### config.mk
export PLATFORM = sky130hd
export DESIGN_NAME = uart_pattern_gen
export DESIGN_NICKNAME = d
export VERILOG_FILES = /design/src/rtl/uart_pattern_gen.sv
export SDC_FILE = /design/constraint.sdc
export NUM_CORES = 1
export LEC_CHECK = 0
export ABC_CLOCK_PERIOD_IN_PS = 1800
export CAP_MARGIN = 20
export CORE_ASPECT_RATIO = 1.4
export CORE_MARGIN = 3
export CORE_UTILIZATION = 48
export CTS_BUF_LIST = sky130_fd_sc_hd__clkbuf_16
export DETAILED_ROUTE_END_ITERATION = 16
export HOLD_SLACK_MARGIN = 0.1
export PLACE_DENSITY = 0.84
export SLEW_MARGIN = 20
export SYNTH_ARGS = -nofsm -noshare
export SYNTH_HDL_FRONTEND = slang
export SYNTH_SLANG_ARGS = --single-unit
### constraint.sdc
create_clock -name i_clk -period 1.8 [get_ports i_clk]
set_input_delay 0.36 -clock i_clk [delete_from_list [all_inputs] [get_ports i_clk]]
set_output_delay 0.36 -clock i_clk [all_outputs]
set_load 0.01 [all_outputs]
### src/rtl/uart_pattern_gen.sv
// uart_pattern_gen: test-pattern word source for the UART transmit path.
// Produces INC / FIXED / PRBS / WALK1 words over a valid/ready handshake.
// Bursts are finite (BURST_LEN words) or continuous, with GAP_CYCLES idle
// cycles between accepted words.
// Optional feature: define UART_PATGEN_CHECKSUM_EN to append one XOR
// checksum beat after the last data word of a finite burst.
module uart_pattern_gen #(
    parameter int         DATA_BIT   = 8,
    parameter logic [7:0] SEED       = 8'h5A,
    parameter int         BURST_LEN  = 0,
    parameter int         GAP_CYCLES = 0
) (
    input  logic                i_clk,
    input  logic                i_reset,
    input  logic                i_enable,
    input  logic [1:0]          i_mode,
    output logic [DATA_BIT-1:0] o_data,
    output logic                o_valid,
    input  logic                i_ready,
    output logic                o_last,
    output logic                o_done,
    output logic                o_busy,
    output logic [15:0]         o_count
);

    typedef enum logic [1:0] {
        ST_IDLE = 2'd0,
        ST_SEND = 2'd1,
        ST_GAP  = 2'd2,
        ST_DONE = 2'd3
    } state_t;

    localparam logic [1:0] MODE_INC   = 2'd0;
    localparam logic [1:0] MODE_FIXED = 2'd1;
    localparam logic [1:0] MODE_PRBS  = 2'd2;
    localparam logic [1:0] MODE_WALK1 = 2'd3;

`ifdef UART_PATGEN_CHECKSUM_EN
    localparam bit CKS_EN = (BURST_LEN != 0);
`else
    localparam bit CKS_EN = 1'b0;
`endif

    localparam logic [DATA_BIT-1:0] SEED_W = SEED[DATA_BIT-1:0];
    localparam logic [DATA_BIT-1:0] ONE_W  = {{(DATA_BIT-1){1'b0}}, 1'b1};
    localparam bit                  FINITE = (BURST_LEN != 0);
    localparam bit                  HAS_GAP = (GAP_CYCLES != 0);
    // o_last marks the final data word only when no checksum beat follows it.
    localparam bit                  DATA_LAST  = FINITE && !CKS_EN;
    localparam bit                  FIRST_LAST = DATA_LAST && (BURST_LEN == 1);
    localparam logic [15:0]         LAST_IDX = 16'(BURST_LEN - 1);
    localparam logic [7:0]          GAP_LOAD = 8'(GAP_CYCLES - 1);

    // First word of a burst for the given pattern.
    function automatic logic [DATA_BIT-1:0] init_word(input logic [1:0] mode);
        logic [DATA_BIT-1:0] w;
        case (mode)
            MODE_PRBS:  w = (SEED_W == '0) ? ONE_W : SEED_W;
            MODE_WALK1: w = ONE_W;
            default:    w = SEED_W;
        endcase
        return w;
    endfunction

    // Fibonacci LFSR step: shift left, feedback into bit 0.
    function automatic logic [DATA_BIT-1:0] prbs_next(input logic [DATA_BIT-1:0] w);
        logic [7:0] w8;
        logic       fb;
        w8 = 8'(w);
        case (DATA_BIT)
            32'd5:   fb = w8[4] ^ w8[2];
            32'd6:   fb = w8[5] ^ w8[4];
            32'd7:   fb = w8[6] ^ w8[5];
            default: fb = w8[7] ^ w8[5] ^ w8[4] ^ w8[3];
        endcase
        return {w[DATA_BIT-2:0], fb};
    endfunction

    // Word following w in the latched pattern.
    function automatic logic [DATA_BIT-1:0] next_word(input logic [1:0] mode,
                                                      input logic [DATA_BIT-1:0] w);
        logic [DATA_BIT-1:0] n;
        case (mode)
            MODE_INC:   n = w + ONE_W;
            MODE_FIXED: n = w;
            MODE_PRBS:  n = prbs_next(w);
            MODE_WALK1: n = {w[DATA_BIT-2:0], w[DATA_BIT-1]};
            default:    n = w;
        endcase
        return n;
    endfunction

    // Running XOR checksum of the data words.
    function automatic logic [DATA_BIT-1:0] cks_fold(input logic [DATA_BIT-1:0] acc,
                                                     input logic [DATA_BIT-1:0] w);
        return acc ^ w;
    endfunction

    state_t              state_q, state_d;
    logic [1:0]          mode_q, mode_d;
    logic [DATA_BIT-1:0] data_q, data_d;
    logic [DATA_BIT-1:0] cks_q, cks_d;
    logic                cks_beat_q, cks_beat_d;
    logic                valid_q, valid_d;
    logic                last_q, last_d;
    logic                done_q, done_d;
    logic                busy_q, busy_d;
    logic [15:0]         count_q, count_d;
    logic [7:0]          gap_q, gap_d;
    logic                xfer_s;
    logic                final_s;

    // Next-state and registered-output computation.
    always_comb begin
        state_d    = state_q;
        mode_d     = mode_q;
        data_d     = data_q;
        cks_d      = cks_q;
        cks_beat_d = cks_beat_q;
        valid_d    = valid_q;
        last_d     = last_q;
        done_d     = 1'b0;
        count_d    = count_q;
        gap_d      = gap_q;
        xfer_s     = valid_q & i_ready;
        final_s    = FINITE && (count_q == LAST_IDX);

        case (state_q)
            ST_IDLE: begin
                valid_d = 1'b0;
                last_d  = 1'b0;
                if (i_enable) begin
                    state_d    = ST_SEND;
                    mode_d     = i_mode;
                    data_d     = init_word(i_mode);
                    valid_d    = 1'b1;
                    last_d     = FIRST_LAST;
                    count_d    = 16'd0;
                    cks_d      = '0;
                    cks_beat_d = 1'b0;
                end else begin
                    state_d = ST_IDLE;
                end
            end

            ST_SEND: begin
                valid_d = 1'b1;
                if (!xfer_s) begin
                    // Word held stable until accepted, regardless of i_enable.
                    state_d = ST_SEND;
                end else if (cks_beat_q) begin
                    state_d    = ST_DONE;
                    valid_d    = 1'b0;
                    last_d     = 1'b0;
                    done_d     = 1'b1;
                    cks_beat_d = 1'b0;
                end else begin
                    count_d = count_q + 16'd1;
                    cks_d   = cks_fold(cks_q, data_q);
                    if (final_s && CKS_EN) begin
                        // Checksum beat follows immediately, never gapped.
                        cks_beat_d = 1'b1;
                        data_d     = cks_fold(cks_q, data_q);
                        last_d     = 1'b1;
                    end else if (final_s) begin
                        state_d = ST_DONE;
                        valid_d = 1'b0;
                        last_d  = 1'b0;
                        done_d  = 1'b1;
                    end else begin
                        data_d = next_word(mode_q, data_q);
                        last_d = DATA_LAST && ((count_q + 16'd1) == LAST_IDX);
                        if (!i_enable) begin
                            state_d = ST_IDLE;
                            valid_d = 1'b0;
                        end else if (HAS_GAP) begin
                            state_d = ST_GAP;
                            valid_d = 1'b0;
                            gap_d   = GAP_LOAD;
                        end else begin
                            state_d = ST_SEND;
                        end
                    end
                end
            end

            ST_GAP: begin
                valid_d = 1'b0;
                if (!i_enable) begin
                    state_d = ST_IDLE;
                end else if (gap_q == 8'd0) begin
                    state_d = ST_SEND;
                    valid_d = 1'b1;
                end else begin
                    gap_d = gap_q - 8'd1;
                end
            end

            ST_DONE: begin
                valid_d = 1'b0;
                last_d  = 1'b0;
                if (!i_enable) begin
                    state_d = ST_IDLE;
                end else begin
                    state_d = ST_DONE;
                end
            end

            default: begin
                state_d = ST_IDLE;
                valid_d = 1'b0;
                last_d  = 1'b0;
            end
        endcase

        busy_d = (state_d != ST_IDLE);
    end

    // State and output registers with asynchronous reset.
    always_ff @(posedge i_clk or posedge i_reset) begin
        if (i_reset) begin
            state_q    <= ST_IDLE;
            mode_q     <= MODE_INC;
            data_q     <= '0;
            cks_q      <= '0;
            cks_beat_q <= 1'b0;
            valid_q    <= 1'b0;
            last_q     <= 1'b0;
            done_q     <= 1'b0;
            busy_q     <= 1'b0;
            count_q    <= 16'd0;
            gap_q      <= 8'd0;
        end else begin
            state_q    <= state_d;
            mode_q     <= mode_d;
            data_q     <= data_d;
            cks_q      <= cks_d;
            cks_beat_q <= cks_beat_d;
            valid_q    <= valid_d;
            last_q     <= last_d;
            done_q     <= done_d;
            busy_q     <= busy_d;
            count_q    <= count_d;
            gap_q      <= gap_d;
        end
    end

    assign o_data  = data_q;
    assign o_valid = valid_q;
    assign o_last  = last_q;
    assign o_done  = done_q;
    assign o_busy  = busy_q;
    assign o_count = count_q;

endmodule

# Yosys cells after proc, flatten, opt, wreduce, memory -nomap -nowiden
# Index checks and enable logic that the tools add are counted.
dict set report word_totals {
  reg_bits 41
  latchBits 0
  ram_bits 0
  mem_bits_ro 0
  out_inout_bits 28
  memories 0
}
dict set report classes {
  addsub 3
  n_mul 0
  div 0
  n_lt_le_gt_ge 0
  n_eq_ne 11
  shifts 0
  mux 30
  bitwise_logic 5
  reduce_logical 13
}
# op n
set ops {}
lappend ops {{16-bit 2-to-1 mux} 3}
lappend ops {{16-bit case mux with 2 select lines} 1}
lappend ops {{8-bit 2-to-1 mux} 3}
lappend ops {{8-bit case mux with 3 select lines} 1}
lappend ops {{16-bit by 1-bit adder with 16-bit output, second input constant} 1}
lappend ops {{8-bit case mux with 2 select lines} 1}
lappend ops {{1-bit 2-to-1 mux} 11}
lappend ops {{2-bit equality test, second input constant} 5}
lappend ops {{2-bit 2-to-1 mux} 5}
lappend ops {{8-bit by 1-bit adder with 8-bit output, second input constant} 1}
lappend ops {{8-bit zero test} 1}
lappend ops {{2-bit inequality test, second input constant} 4}
lappend ops {{2-bit case mux with 4 select lines} 1}
lappend ops {{8-bit by 1-bit subtractor with 8-bit output, second input constant} 1}
lappend ops {{7-bit 2-to-1 mux} 1}
lappend ops {{3-bit AND reduction} 2}
lappend ops {{2-bit nonzero test} 3}
lappend ops {{5-bit AND reduction} 1}
lappend ops {{2-bit by 1-bit equality test with 1-bit output, second input constant} 2}
lappend ops {{2-bit zero test} 2}
lappend ops {{1-bit case mux with 2 select lines} 2}
lappend ops {{1-bit case mux with 4 select lines} 1}
lappend ops {{2-bit AND reduction} 2}
lappend ops {{4-bit AND reduction} 1}
lappend ops {{other kinds (4)} 6}

# Longest topological paths before layout
# Gate-level depths: netlist of run 1.
dict set report depth {
  depth_word 7
  depth_mapped 6
  mapped_depth_nobuf 6
}

# Worst setup path before layout of run 1
# Ideal clock, no wire load.
dict set report synth_path {
  path_type {reg-to-reg}
  from {register state_q[0]}
  to {register data_q[6], in the netlist o_data[6]}
  setup_ns 0.121
  t_arrival_ns 1.652
  t_required_ns 1.679
  setup_slack_ns 0.026
  path_stages_with_launch 7
  n_path_buf 2
  synth_period_minus_slack_ns 1.774
  path_cell_list {dfrtp_1 buf_6 or3b_1 buf_2 o22a_4 o31a_1 o22a_1}
}
dict set report synth_between {
  elab_chain_len 3
}
# element line
set synth_rtl {}
lappend synth_rtl {{start, declared} 99} ;# state_t state_q, state_d;
lappend synth_rtl {{start signal, assigned} 234} ;# state_q <= state_d;
lappend synth_rtl {{2-bit by 1-bit equality test with 1-bit output or 2-bit zero test (tied branches)} 128} ;# case (state_q)
lappend synth_rtl {{2-bit inequality test (no source line) or 2-bit nonzero test (tied branches)} -}
lappend synth_rtl {{5-bit AND reduction (no source line)} -}
lappend synth_rtl {{end signal, assigned} 236} ;# data_q <= data_d;
lappend synth_rtl {{end, declared} 101} ;# logic [DATA_BIT-1:0] data_q, data_d;
# Parallel ways exist; a longest one is shown, timed or not.
# A chain may end at the register's enable or synchronous reset.

# Worst setup path in the final report of run 1
dict set report layout_path {
  from {register gap_q[5]}
  to {register gap_q[6]}
}
dict set report layout_between {
  elab_chain_len 3
}
# element line
set layout_rtl {}
lappend layout_rtl {{start, declared} 109} ;# logic [7:0] gap_q, gap_d;
lappend layout_rtl {{start signal, assigned} 244} ;# gap_q <= gap_d;
lappend layout_rtl {{parallel branches: the longest is 3 deep, another holds 8-bit by 1-bit subtractor with 8-bit output} -}
# Several ways; the timed one is not identified.

==> run summary, run 1 <==
Register clock-pin slew on the reported worst setup and hold paths = 50 ps
DRT Pass-1 Iters = 6
Comb pwr share = 0.353
YS warnings = 0
Final core utilization = 0.678
Run status = finished, final reports clean
Setup repair after global routing missed its margin = yes
Area Overhead vs Synth = 34.5%
Number of core rows = 28
Int Pwr = 2.13 mW
Synth Register Bits = 38
Final worst-path setup slack = 4.33 ps
Synth cell types = 54
Die height = 85.3 µm
Hold Vio Cnt, Final = 0
Global route overflow = 0
First-pass GRT wire length = 8570 µm
Vias per inst = 5.50
Fmax = 0.557 GHz
Pre-CTS setup slack = -338 ps
LEAKAGE = 1.30 nW
TritonCTS buffer count = 5
CP Cell Sequence = or4_4, o311ai_4, buf_4, buf_6, nor2_1, xor2_1
Clock Sinks = 38
Clock share of power = 0.260
Gp weighted congestion = 0.846
Clock Skews = 2.71 ps
Finished Cell Area = 2900 µm²
Sw frac = 0.329
Core ar. = 4270 µm²
Crit path kind = register to register
Avg Inst Size Synth = 9.58 µm²
Sequential fraction of the synthesis area = 0.441
Min cycle time layout = 1800 ps
Sequential share of power = 0.387
Worst path slowest cell = or4_4
Hold-fix buffers, CTS = 0
VDD IR max = 0.000673 V
Die area = 5340 µm²
Tcrit/Tclk final = 0.998
DPL Wire Length = 3530 µm
Vias in the first global route = 1867
Fin Setup TNS = 0 ps
Root Buffer = clkbuf_16
Initial Utilization = 0.504
Psw = 1.04 mW
Die Wd = 62.6 µm
Final cell count without fillers = 349
Post-DRT Antenna Nets = 0
Worst hold-check slack = 484 ps
Routed wire length = 5050 µm
Drt drc = 0
CTS H-tree lvls = 2
Syn Inst Count = 225
Worst Hold Class = register to register
Largest net degree at the start of global routing = 39
Max cap viols = 0
Crit path largest cell delay = 560 ps
# IOs = 34
CTS tree = yes
PwrDens = 1090 nW/µm²
Gr usage total = 0.200
Longest Clk Path Bufs = 2
Skew-Pair Late Insertion Delay = 280 ps
Slew Limit Fails = 0
CP max FO = 3
Share of cells above drive strength 1 = 0.187
# placed instances = 338
Port bufs = 31
Initial antenna violation count = 0
CP required = 1970 ps
Tot Pwr = 3.17 mW
Startpoint types = register
Area after DPL = 2730 µm²
Commonest register cell after synthesis = dfrtp_1
Initial drt markers = 69
Synth Cell Area = 2160 µm²
Final setup viols = 0
WL per Instance = 14.5 µm
FFs w/ async S/R, synth = 1.00
Number of diodes = 0
Vias = 1919
Final Net Count = 297
Number of flops mapped to enable cells by yosys = 0
Critical Path End Type = register
Worst EP arrival = 1960 ps
## sequential cells by signal (all words and copies together) (netlist names)
register,flops
o_count,16
gap_q,8
o_data,8
mode_q,2
state_q,2
o_busy,1
o_valid,1
## cells in the mapped netlist (2+ instances only)
| cell | count | area, µm² |
|---|---|---|
| dfrtp_1 | 38 | 951 |
| nand2_1 | 25 | 93.8 |
| o21ai_0 | 19 | 95.1 |
| nor2_1 | 15 | 56.3 |
| inv_1 | 12 | 45.0 |
| a21oi_1 | 11 | 55.1 |
| nand3_1 | 8 | 40.0 |
| clkbuf_1 | 6 | 22.5 |
| nand2b_1 | 6 | 37.5 |
| xnor2_1 | 6 | 52.6 |
| nand4_1 | 5 | 31.3 |
| xor2_1 | 5 | 43.8 |
| nor2b_1 | 4 | 25.0 |
| nor3_1 | 4 | 20.0 |
| o22a_1 | 4 | 35.0 |
| or3_1 | 4 | 25.0 |
| buf_2 | 3 | 15.0 |
| ha_1 | 3 | 37.5 |
| o31ai_1 | 3 | 22.5 |
| a2111oi_0 | 2 | 17.5 |
| a21o_1 | 2 | 15.0 |
| a31o_2 | 2 | 17.5 |
| a31oi_1 | 2 | 12.5 |
| and4_1 | 2 | 17.5 |
| buf_4 | 2 | 15.0 |
| mux2i_1 | 2 | 20.0 |
| nand4b_1 | 2 | 17.5 |
| or4_1 | 2 | 15.0 |
## worst paths after layout
kind                       slack (ps)                      to  depth (start not counted)                  from
setup / recovery                    4    gap_q[6]$_DFFE_PP0P_                          6  gap_q[5]$_DFFE_PP0P_
hold / removal                    480    gap_q[6]$_DFFE_PP0P_                          1  gap_q[6]$_DFFE_PP0P_
setup reg to reg                    4    gap_q[6]$_DFFE_PP0P_                          6  gap_q[5]$_DFFE_PP0P_
hold reg to reg                   480    gap_q[6]$_DFFE_PP0P_                          1  gap_q[6]$_DFFE_PP0P_
max in group asynchronous         940    state_q[0]$_DFF_PP0_                          3               i_reset
min in group asynchronous         500  o_count[0]$_DFFE_PP0P_                          3               i_reset
## power by group through the flow
stage | Sequential [mW] | Clock, mW | Combinational (mW)
6_report | 1.23 | 0.825 | 1.12
3_3_place_gp | 1.23 | 0 | 1.06
3_5_place_dp | 1.24 | 0 | 1.08
5_1_grt | 1.26 | 0.878 | 1.22
2_1_floorplan | 1.24 | 0 | 0.569
4_1_cts | 1.23 | 0.840 | 1.10
## per-layer routing
layer	wire, µm	vias to the layer above	GRT usage
met5	0	-	0
met4	68	0	0.0964
met3	173	7	0.0371
met2	2700	48	0.352
met1	2110	931	0.231
li1	-	933	-
## cell type report
type / count / area, µm²
sequential: 38 / 952
fill: 333 / 1380
clock buffer: 5 / 125
inverter: 12 / 45.0
multi-input combinational: 164 / 1110
timing repair buffer: 67 / 582
tap: 60 / 75.1
clock inverter: 3 / 11.3
## cell families after synthesis
family / Yosys count / synth area share
AO/OA/AOI/OAI: 59 / 0.207
flip-flops: 38 / 0.441
other: 1 / 0.00174
buffers and inverters: 24 / 0.0505
multiplexers: 3 / 0.0145
AND/OR/NAND/NOR: 85 / 0.212
XOR/XNOR: 12 / 0.0551
adder cells (fa/ha/maj): 3 / 0.0174
## timing repair
item	4_1_cts	5_1_grt
endpoints found under the setup margin	2	8
setup buffers	0	3
resized for setup	2	6
pin swaps	2	4
## critical path: cells and delay by family, from the launching register on
kind | cells | cell delay, ps
AO/OA/AOI/OAI | 1 | 310
flip-flops | 1 | 370
XOR/XNOR | 1 | 130
buffers and inverters | 2 | 260
AND/OR/NAND/NOR | 2 | 600
## placed cells by master, fill, tap and decap left out, types with 3 or more instances in the layout
cell,instances
nor3_1,3
a21oi_1,11
clkdlybuf4s50_1,29
xor2_1,5
or3_1,4
buf_4,35
inv_1,12
clkinv_1,3
nand2_1,25
nand3_1,8
o21ai_0,19
o31ai_1,3
dfrtp_1,37
nand4_1,5
xnor2_1,6
nor2b_1,4
o22a_1,4
nor2_1,15
clkbuf_16,5
nand2b_1,6
Note: power is estimated with default switching activity, not from simulation.
==> run 2, diff against run 1 <==
- CTS_CLUSTER_DIAMETER: not set -> 100
- GPL_ROUTABILITY_DRIVEN: not set -> 0
==> results of run 2 <==
Same layout as run 1: the final DEF is identical, and so are final timing and power.
==> run 3, diff against run 2 <==
- ABC_CLOCK_PERIOD_IN_PS: 1800 -> 1700
- CORE_UTILIZATION: 48 -> 52
- PLACE_DENSITY: 0.84 -> 0.87
- clock period: 1.8 -> 1.7 ns (I/O delays scaled with it)
==> run 3 against run 2 <==
Against the previous run:
- the run now ends with negative setup slack left
- wire length rose by 12%
- maximum frequency rose by 4.3%
- non-clock buffer count rose by 6
- global-route usage rose by 3.8 points
- critical endpoint is now o_count[10]$_DFFE_PP0P_
==> run summary, run 3 (synthesized netlist as in run 1, its figures left out) <==
Worst EP arrival = 1940 ps (-20 ps)
Vias in the first global route = 1989 (+6.5%)
Initial drt markers = 121 (+75%)
Setup repair after global routing missed its margin = yes
First-pass GRT wire length = 8850 µm (+3.3%)
Final setup viols = 4 (+4)
Initial Utilization = 0.545 (+0.0410)
Critical Path End Type = register
Final cell count without fillers = 338 (-3.2%)
Fmax = 0.581 GHz (+4.3%)
Final Net Count = 303 (+2.0%)
VDD IR max = 0.00124 V (+84%)
Routed wire length = 5640 µm (+12%)
Gr usage total = 0.237 (+0.0377)
DRT Pass-1 Iters = 4 (-2)
Worst hold-check slack = 419 ps (-65.5 ps)
Register clock-pin slew on the reported worst setup and hold paths = 60 ps (about the same)
WL per Instance = 16.7 µm (+15%)
Number of core rows = 27 (-3.6%)
Met3 WL post-DR = 287 µm (+66%)
CP Cell Sequence = nand2b_4, a2111o_1, or3_4, a21oi_2
Clock Skews = 6.10 ps (+3.40 ps)
Area Overhead vs Synth = 44.5%
Post-DRT Antenna Nets = 0 (unchanged)
CTS H-tree lvls = 2 (unchanged)
Commonest non-fill, non-tap cell in the layout = buf_4
Skew-Pair Late Insertion Delay = 290 ps (about the same)
Run status = complete, but fails checks
R2R Path Start = state_q[0]$_DFF_PP0_
CP required = 1920 ps (-50 ps)
Global route overflow = 0 (unchanged)
Wire length on met2 = 3140 µm (+16%)
LEAKAGE = 1.43 nW (+10%)
Die Wd = 60.4 µm (-3.6%)
TritonCTS buffer count = 5 (unchanged)
Port bufs = 31 (unchanged)
R2r worst-path depth = 4 (-2)
Most frequent cells in the layout = buf_4 (36), dfrtp_1 (34), clkdlybuf4s50_1 (27)
CP top delay family = compound AO/OA/AOI/OAI gates
Min cycle time layout = 1720 ps (-73.5 ps)
CTS tree = yes
PwrDens = 1210 nW/µm² (+11%)
Tcrit/Tclk final = 1.01 (+0.0154)
Clock Sinks = 38 (unchanged)
Longest Clk Path Bufs = 2 (unchanged)
Final worst-path setup slack = -22.2 ps (-26.5 ps)
Startpoint types = register
Die area = 4970 µm² (-7.1%)
Max Used Layer = met4
Number of diodes = 0 (unchanged)
Slew Limit Fails = 0 (unchanged)
M1 wire length = 2100 µm (-0.24%)
Drt drc = 0 (unchanged)
Crit path kind = register to register
Max cap viols = 0 (unchanged)
CP max FO = 6 (+3)
CP bufs+invs = 0 (-2)
Share of cells above drive strength 1 = 0.281 (+0.0945)
Vias = 2005 (+4.5%)
Failing checks = negative setup slack
DPL Wire Length = 3610 µm (+2.5%)
Vias per inst = 5.93 (+7.9%)
Largest net degree at the start of global routing = 39 (unchanged)
Worst Hold Class = input pin to asynchronous set/reset pin
Initial antenna violation count = 0 (unchanged)
Worst reg2reg endpoint = o_count[10]$_DFFE_PP0P_
Reg-to-reg setup timing slack = -20 ps (-30 ps)
# IOs = 34 (unchanged)
Worst path slowest cell = a2111o_1
Max reg flops = 16 (unchanged)
Die height = 82.2 µm (-3.6%)
# placed instances = 325 (-3.8%)
Core ar. = 3950 µm² (-7.5%)
Root Buffer = clkbuf_16
Crit path largest cell delay = 510 ps (-50 ps)
Hold Vio Cnt, Final = 0 (unchanged)
[run 3: final cells by class]
type                            count  area (µm²)
Clock buffer                        5         125
Clock inverter                      3        63.8
Fill cell                         239         838
Inverter                           12        45.0
Multi-Input combinational cell    164        1210
Sequential cell                    38         956
Tap cell                           43        53.8
Timing Repair Buffer               73         659
[run 3: power by group]
group	internal, mW	switching [mW]	total, mW
Clock	0.836	0.376	1.21
Sequential	1.07	0.216	1.28
Combinational	0.706	0.584	1.29
[run 3: metrics by stage]
step / instance area, µm² / setup TNS [ps] / setup slack, ps / utilization / total power [mW]
3_5_place_dp: 2770 / -7740 / -455 / 0.700 / 2.51
2_1_floorplan: 2180 / -115 / -34.8 / - / 1.92
5_1_grt: 3110 / -566 / -76.0 / 0.788 / 3.96
6_report: 3110 / -49.8 / -22.2 / 0.788 / 3.78
4_1_cts: 3020 / -35.1 / -13.6 / 0.763 / 3.74
3_3_place_gp: 2770 / -6760 / -423 / 0.700 / 2.47
[run 3: routing by layer]
layer,up-vias,global-route usage
met2,74,0.432
li1,948,-
met5,-,0
met3,13,0.0529
met4,0,0.0911
met1,970,0.263
[run 3: worst max path at each step]
stage | cells past startpoint | slack (ps) | start | endpoint
after CTS | 5 | -10 | gap_q[3]$_DFFE_PP0P_ | gap_q[5]$_DFFE_PP0P_
after global placement | 5 | -420 | i_ready | o_count[14]$_DFFE_PP0P_
after detailed placement | 5 | -450 | i_ready | o_count[14]$_DFFE_PP0P_
after floorplan | 6 | -30 | state_q[0]$_DFF_PP0_ | o_data[6]$_DFFE_PP0P_
after global routing | 5 | -80 | gap_q[4]$_DFFE_PP0P_ | state_q[1]$_DFF_PP0_
final | 4 | -20 | state_q[0]$_DFF_PP0_ | o_count[10]$_DFFE_PP0P_
[run 3: timing repair]
action,4_1_cts,5_1_grt
hold buffers,0,0
setup endpoints to repair,21,25
resized for setup,14,24
buffers inserted,3,2
pin swaps,3,8
[run 3: worst min-delay path, cell delays in order]
cell and delay [ps]:
clkdlybuf4s50_1 400, inv_1 90, buf_12 230
